--- src/rtl/game_event_io.sv ---
// Synchronised, debounced game inputs with sticky edge flags, saturating counters,
// a packed regfile status word and a registered interrupt. Optional macro: GAME_FALL_EVENT_EN.
module game_event_io #(
  parameter int NUM_CH          = 4,
  parameter int SYNC_STAGES     = 2,
  parameter int DEBOUNCE_CYCLES = 16,
  parameter int CNT_W           = 8
) (
  input  logic                    clock,
  input  logic                    reset,
  input  logic [NUM_CH-1:0]       ch_in,
  input  logic [NUM_CH-1:0]       irq_mask,
  input  logic                    ack_wen,
  input  logic [NUM_CH-1:0]       ack_mask,
  input  logic [NUM_CH-1:0]       cnt_clr,
  output logic [NUM_CH-1:0]       level,
  output logic [NUM_CH-1:0]       rise_flag,
  output logic [NUM_CH*CNT_W-1:0] event_count,
  output logic [31:0]             status_word,
  output logic                    irq
);

  if (NUM_CH < 1 || NUM_CH > 8) begin : g_bad_num_ch
    $error("game_event_io: NUM_CH must be in 1..8");
  end
  if (SYNC_STAGES < 2 || SYNC_STAGES > 4) begin : g_bad_sync_stages
    $error("game_event_io: SYNC_STAGES must be in 2..4");
  end
  if (DEBOUNCE_CYCLES < 1 || DEBOUNCE_CYCLES > 65535) begin : g_bad_debounce
    $error("game_event_io: DEBOUNCE_CYCLES must be in 1..65535");
  end
  if (CNT_W < 1 || CNT_W > 16) begin : g_bad_cnt_w
    $error("game_event_io: CNT_W must be in 1..16");
  end

  localparam int DB_W = $clog2(DEBOUNCE_CYCLES + 1);
  localparam logic [DB_W-1:0] DB_LAST = DB_W'(DEBOUNCE_CYCLES - 1);

  logic [NUM_CH-1:0] sync_q [SYNC_STAGES];
  logic [NUM_CH-1:0] s;
  logic [DB_W-1:0]   db_cnt_q [NUM_CH];
  logic [DB_W-1:0]   db_cnt_d [NUM_CH];
  logic [NUM_CH-1:0] level_q, level_d;
  logic [NUM_CH-1:0] toggle, rise_p;
  logic [NUM_CH-1:0] ack_clr;
  logic [NUM_CH-1:0] rise_q, rise_d;
  logic [CNT_W-1:0]  cnt_q [NUM_CH];
  logic [CNT_W-1:0]  cnt_d [NUM_CH];
  logic [NUM_CH-1:0] irq_src;
  logic              irq_q, irq_d;

`ifdef GAME_FALL_EVENT_EN
  logic [NUM_CH-1:0] fall_p;
  logic [NUM_CH-1:0] fall_q, fall_d;
`endif

  assign s = sync_q[SYNC_STAGES-1];

  always_ff @(posedge clock or negedge reset) begin
    if (!reset) begin
      for (int unsigned k = 0; k < SYNC_STAGES; k++) sync_q[k] <= '0;
    end else begin
      sync_q[0] <= ch_in;
      for (int unsigned k = 1; k < SYNC_STAGES; k++) sync_q[k] <= sync_q[k-1];
    end
  end

  // Counter only runs while the synchronised input disagrees with the accepted
  // level; the toggle edge itself returns it to zero.
  always_comb begin
    toggle = '0;
    for (int unsigned i = 0; i < NUM_CH; i++) begin
      db_cnt_d[i] = '0;
      if (s[i] != level_q[i]) begin
        if (db_cnt_q[i] == DB_LAST) toggle[i] = 1'b1;
        else                        db_cnt_d[i] = db_cnt_q[i] + DB_W'(1);
      end
    end
    level_d = level_q ^ toggle;
    rise_p  = toggle & ~level_q;
  end

  // Edge pulses come straight from the toggle decision so flags and counters
  // update on the same edge as the level they describe.
  always_comb begin
    ack_clr = ack_wen ? ack_mask : '0;
    rise_d  = rise_p | (rise_q & ~ack_clr);
    for (int unsigned i = 0; i < NUM_CH; i++) begin
      cnt_d[i] = cnt_q[i];
      if (cnt_clr[i])                        cnt_d[i] = '0;
      else if (rise_p[i] && cnt_q[i] != '1)  cnt_d[i] = cnt_q[i] + CNT_W'(1);
    end
`ifdef GAME_FALL_EVENT_EN
    fall_p  = toggle & level_q;
    fall_d  = fall_p | (fall_q & ~ack_clr);
    irq_src = rise_q | fall_q;
`else
    irq_src = rise_q;
`endif
    irq_d = |(irq_src & irq_mask);
  end

  always_ff @(posedge clock or negedge reset) begin
    if (!reset) begin
      for (int unsigned i = 0; i < NUM_CH; i++) begin
        db_cnt_q[i] <= '0;
        cnt_q[i]    <= '0;
      end
      level_q <= '0;
      rise_q  <= '0;
      irq_q   <= 1'b0;
    end else begin
      for (int unsigned i = 0; i < NUM_CH; i++) begin
        db_cnt_q[i] <= db_cnt_d[i];
        cnt_q[i]    <= cnt_d[i];
      end
      level_q <= level_d;
      rise_q  <= rise_d;
      irq_q   <= irq_d;
    end
  end

`ifdef GAME_FALL_EVENT_EN
  always_ff @(posedge clock or negedge reset) begin
    if (!reset) fall_q <= '0;
    else        fall_q <= fall_d;
  end
`endif

  always_comb begin
    event_count = '0;
    for (int unsigned i = 0; i < NUM_CH; i++) event_count[i*CNT_W +: CNT_W] = cnt_q[i];
  end

  always_comb begin
    status_word = '0;
    status_word[0 +: NUM_CH] = level_q;
    status_word[8 +: NUM_CH] = rise_q;
`ifdef GAME_FALL_EVENT_EN
    status_word[16 +: NUM_CH] = fall_q;
`endif
    status_word[31:24] = 8'(cnt_q[0]);
  end

  assign level     = level_q;
  assign rise_flag = rise_q;
  assign irq       = irq_q;

endmodule
--- config.mk ---
export PLATFORM = sky130hd
export DESIGN_NAME = game_event_io
export DESIGN_NICKNAME = d
export VERILOG_FILES = /design/src/rtl/game_event_io.sv
export SDC_FILE = /design/constraint.sdc
export NUM_CORES = 1
export LEC_CHECK = 0
export CAP_MARGIN = 20
export CORE_MARGIN = 2
export CORE_UTILIZATION = 25
export CTS_BUF_LIST = sky130_fd_sc_hd__clkbuf_8
export CTS_CLUSTER_SIZE = 30
export DETAILED_ROUTE_END_ITERATION = 7
export DONT_BUFFER_PORTS = 1
export PLACE_DENSITY = 0.48
export SYNTH_ARGS = -nofsm -noshare
export SYNTH_HDL_FRONTEND = slang
export SYNTH_SLANG_ARGS = --single-unit
--- constraint.sdc ---
create_clock -name clock -period 2.02 [get_ports clock]
set_input_delay 0.101 -clock clock [delete_from_list [all_inputs] [get_ports clock]]
set_output_delay 0.101 -clock clock [all_outputs]
set_load 0.01 [all_outputs]
==> results.py <==
metrics = {
    "status": {
        "outcome": "complete, no violations",
    },
    "sta": {
        "tightest_slew_ps": 510,
        "hold_viol_final": 0,
        "fin_tns_setup_ps": 0,
        "setup_viol_count_final": 0,
        "period_share_pct": 95.7,
        "timing.fmax_mhz": 518,
        "rsz0062_at_grt": "false",
        "period_minus_slack_ps": 1930,
        "slew_viol_final": 0,
        "slew_headroom_pct": 65.9,
        "skew_ps": 6.56,
    },
    "clocking": {
        "clock_tree.root_cell": "clkbuf_8",
        "postCtsSetupRepairBufs": 0,
        "cts_sinks": 69,
        "h-tree-depth": 3,
        "clock_latency_ps": 350,
        "cts-buffers-inserted": 9,
        "tritoncts": "yes",
        "path_clk_slew_ps": 70,
        "cts_max_path_buffers": 2,
    },
    "synth": {
        "yosysTopAreaCellShare_pct": 50.7,
        "synthXorXnorAreaFrac_pct": 3.86,
        "synth_commonest_cells": "69 x dfrtp_1, 32 x buf_4, 24 x a21oi_1, 24 x nand2_1, 22 x nand3_1",
        "synth_top_cells_by_area": "dfrtp_1 51%, buf_4 7.1%, a21oi_1 3.5%",
        "yosysSeqAreaShare_pct": 50.7,
        "syn_area_sq_um": 3410,
        "syn_inst": 326,
        "yosys_warnings": 0,
        "ys.flop_type": "dfrtp_1",
        "ys_seq_elements": 69,
        "synthSimpleGateAreaFrac_pct": 19.3,
        "synth_area_per_cell_sq_um": 10.5,
        "synth_compound_area_share_pct": 11.3,
        "yosys.area_share.adder_pct": 2.94,
        "synthArstFlopShare_pct": 100,
        "yosys.area.top_type": "dfrtp_1",
        "synth_mux_area_share_pct": 2.72,
        "synth_top_family_by_area": "simple AND/OR/NAND/NOR gates",
        "post-synth-top-count-cell": "dfrtp_1",
        "synth_edf_count": 0,
        "synth_cell_types": 35,
    },
    "place": {
        "gp_congestion": 0.749,
        "dpl.hpwl_um": 5090,
        "io_buffers": 0,
        "place_inst": 486,
    },
    "global_routing": {
        "use_met2_pct": 16.5,
        "track_usage_pct": 10.7,
        "grt_pass1_vias": 2382,
        "grt_pass1_wl_um": 12000,
        "grt_max_degree": 70,
        "antenna_found_initial": 0,
        "use_met1_pct": 12.7,
        "busiest_layer": "met2",
        "grt_overflow_total": 0,
        "grt.met3_usage_pct": 5.38,
    },
    "setup_path": {
        "start_kind": "register",
        "r2r_end": "irq",
        "rr_startpoint": "rise_flag[2]",
        "critPathKind": "reg2reg",
        "reg2reg_slack_ps": 90,
        "rr_worst_depth": 4,
        "end_kind": "register",
        "cp_max_fo": 4,
        "cp_data_required_time_ps": 2260,
        "arrival_ps": 2170,
    },
    "layout": {
        "area_delta_synth_final_pct": 12.5,
        "fin_cells": 519,
        "layout.nets": 366,
        "layout-drive-gt1-share_pct": 9.91,
        "fillerInstances": 1381,
        "antenna_cells": 0,
    },
    "die": {
        "die_w_um": 121,
        "start_util_pct": 25.6,
        "io_pins": 92,
        "rows": 42,
        "coreArea_sq_um": 13300,
        "die_h_um": 121,
        "dieArea_sq_um": 14600,
    },
    "power": {
        "p_leak_nw": 1.66,
        "power_density_nw_per_um2": 679,
        "vdd_drop_max_v": 0.000211,
    },
    "route": {
        "vias": 2397,
        "vias_per_cell": 4.62,
        "dr.pass1.iters": 4,
        "drtIter0Drc": 123,
        "routedWlPerCell_um": 14.1,
        "ant_nets": 0,
        "drt_wl_total_um": 7310,
        "remaining_drc_errors": 0,
    },
    "flow_run": {
        "drv_cap": 0,
    },
    "worst_hold_path": {
        "hold_class": "in2async",
    },
}
[critical path, cell delays in order (launching register included)]
cell,delay [ps]
dfrtp_2,470
a22oi_1,180
dlygate4sd3_1,570
nand2_1,40
dlygate4sd3_1,560
[report_power, final]
part / switching (mW) / total (mW) / leakage (nW) / internal [mW]
sequential: 0.0234 / 1.43 / 0.932 / 1.41
clock: 0.505 / 1.03 / 0.101 / 0.529
combinational: 0.0833 / 0.135 / 0.622 / 0.0518
total: 0.612 / 2.60 / 1.66 / 1.99
[state kept, by name (all words and copies together) (netlist names), named ones only]
| signal | cells |
|---|---|
| event_count | 32 |
| db_cnt_q | 20 |
| rise_flag | 4 |
| s | 4 |
| sync_q | 4 |
| irq | 1 |
[layer usage]
layer | up-vias | share of wire (%) | wire [um]
met3 | 8 | 7.1 | 517
li1 | 1147 | - | -
met2 | 81 | 47 | 3450
met4 | 0 | 1.5 | 108
met1 | 1161 | 44 | 3240
met5 | - | 0 | 0
[how the worst max path moves through the flow]
stage	from	endpoint	slack (ps)	cells past startpoint
2_1_floorplan	db_cnt_q[15]	event_count[4]	420	6
6_report	rise_flag[2]	irq	90	4
3_3_place_gp	db_cnt_q[0]	event_count[31]	230	5
3_5_place_dp	db_cnt_q[15]	event_count[6]	170	5
5_1_grt	rise_flag[2]	irq	10	4
4_1_cts	rise_flag[3]	irq	40	4
[logic make-up (layout without fill, tap and decap cells)]
group / Yosys count / after routing
adders and majority gates: 8 / 8
buffers and inverters: 44 / 46
AOI/OAI and AO/OA: 60 / 60
and+or+nand+nor: 120 / 120
muxes: 9 / 9
xor gates and xnor gates: 15 / 15
DFF: 69 / 69
other: 1 / 16
[placed cells by master (no fill, tap or decap)]
cell / n
nand4b_1: 4
clkbuf_8: 12
or4_1: 9
xnor2_1: 4
mux2_2: 2
a22o_1: 2
conb_1: 16
o21ai_0: 18
buf_4: 8
nand2b_1: 3
o211ai_2: 2
nand3_1: 22
a21oi_1: 24
and4b_2: 2
and4b_4: 2
nor2b_1: 7
mux2i_1: 7
buf_16: 1
or3_1: 11
xor2_1: 11
o31ai_1: 9
dfrtp_1: 67
nand2_1: 24
nand4_1: 4
o211ai_4: 2
nor2_1: 20
dfrtp_2: 2
dlygate4sd3_1: 17
clkinv_2: 1
and2b_1: 1
nor3_1: 2
inv_1: 7
a22oi_1: 2
and3_1: 2
nor4_1: 3
and2_1: 4
o2111ai_1: 1
ha_1: 8
[area by class of cell]
cell class | instances | area (sq um) | area share (%)
Sequential cell | 69 | 1730 | 45.1
Multi-Input combinational cell | 228 | 1430 | 37.3
Timing Repair Buffer | 26 | 258 | 6.73
Tap cell | 176 | 220 | 5.75
Clock buffer | 12 | 165 | 4.31
Inverter | 5 | 18.8 | 0.490
Clock inverter | 3 | 12.5 | 0.326
[through the flow]
step	power (mW)	hold slack, ps	instance area (sq um)	setup slack [ps]	utilization [%]
after global routing	2.75	276	3830	11.7	28.8
after global placement	1.53	-193	3450	227	26.0
after floorplan	1.54	-195	3460	417	-
after detailed placement	1.53	-192	3450	173	26.0
final	2.60	262	3830	87.8	28.8
after CTS	2.67	268	3830	43.3	28.8
[repair_timing]
action | in CTS | in global routing
hold buffers | 18 | 0
hold endpoints to repair | 110 | 0
setup endpoints to repair | 0 | 1
gates resized for setup | 0 | 2
Note: power is estimated with default switching activity, not from simulation.
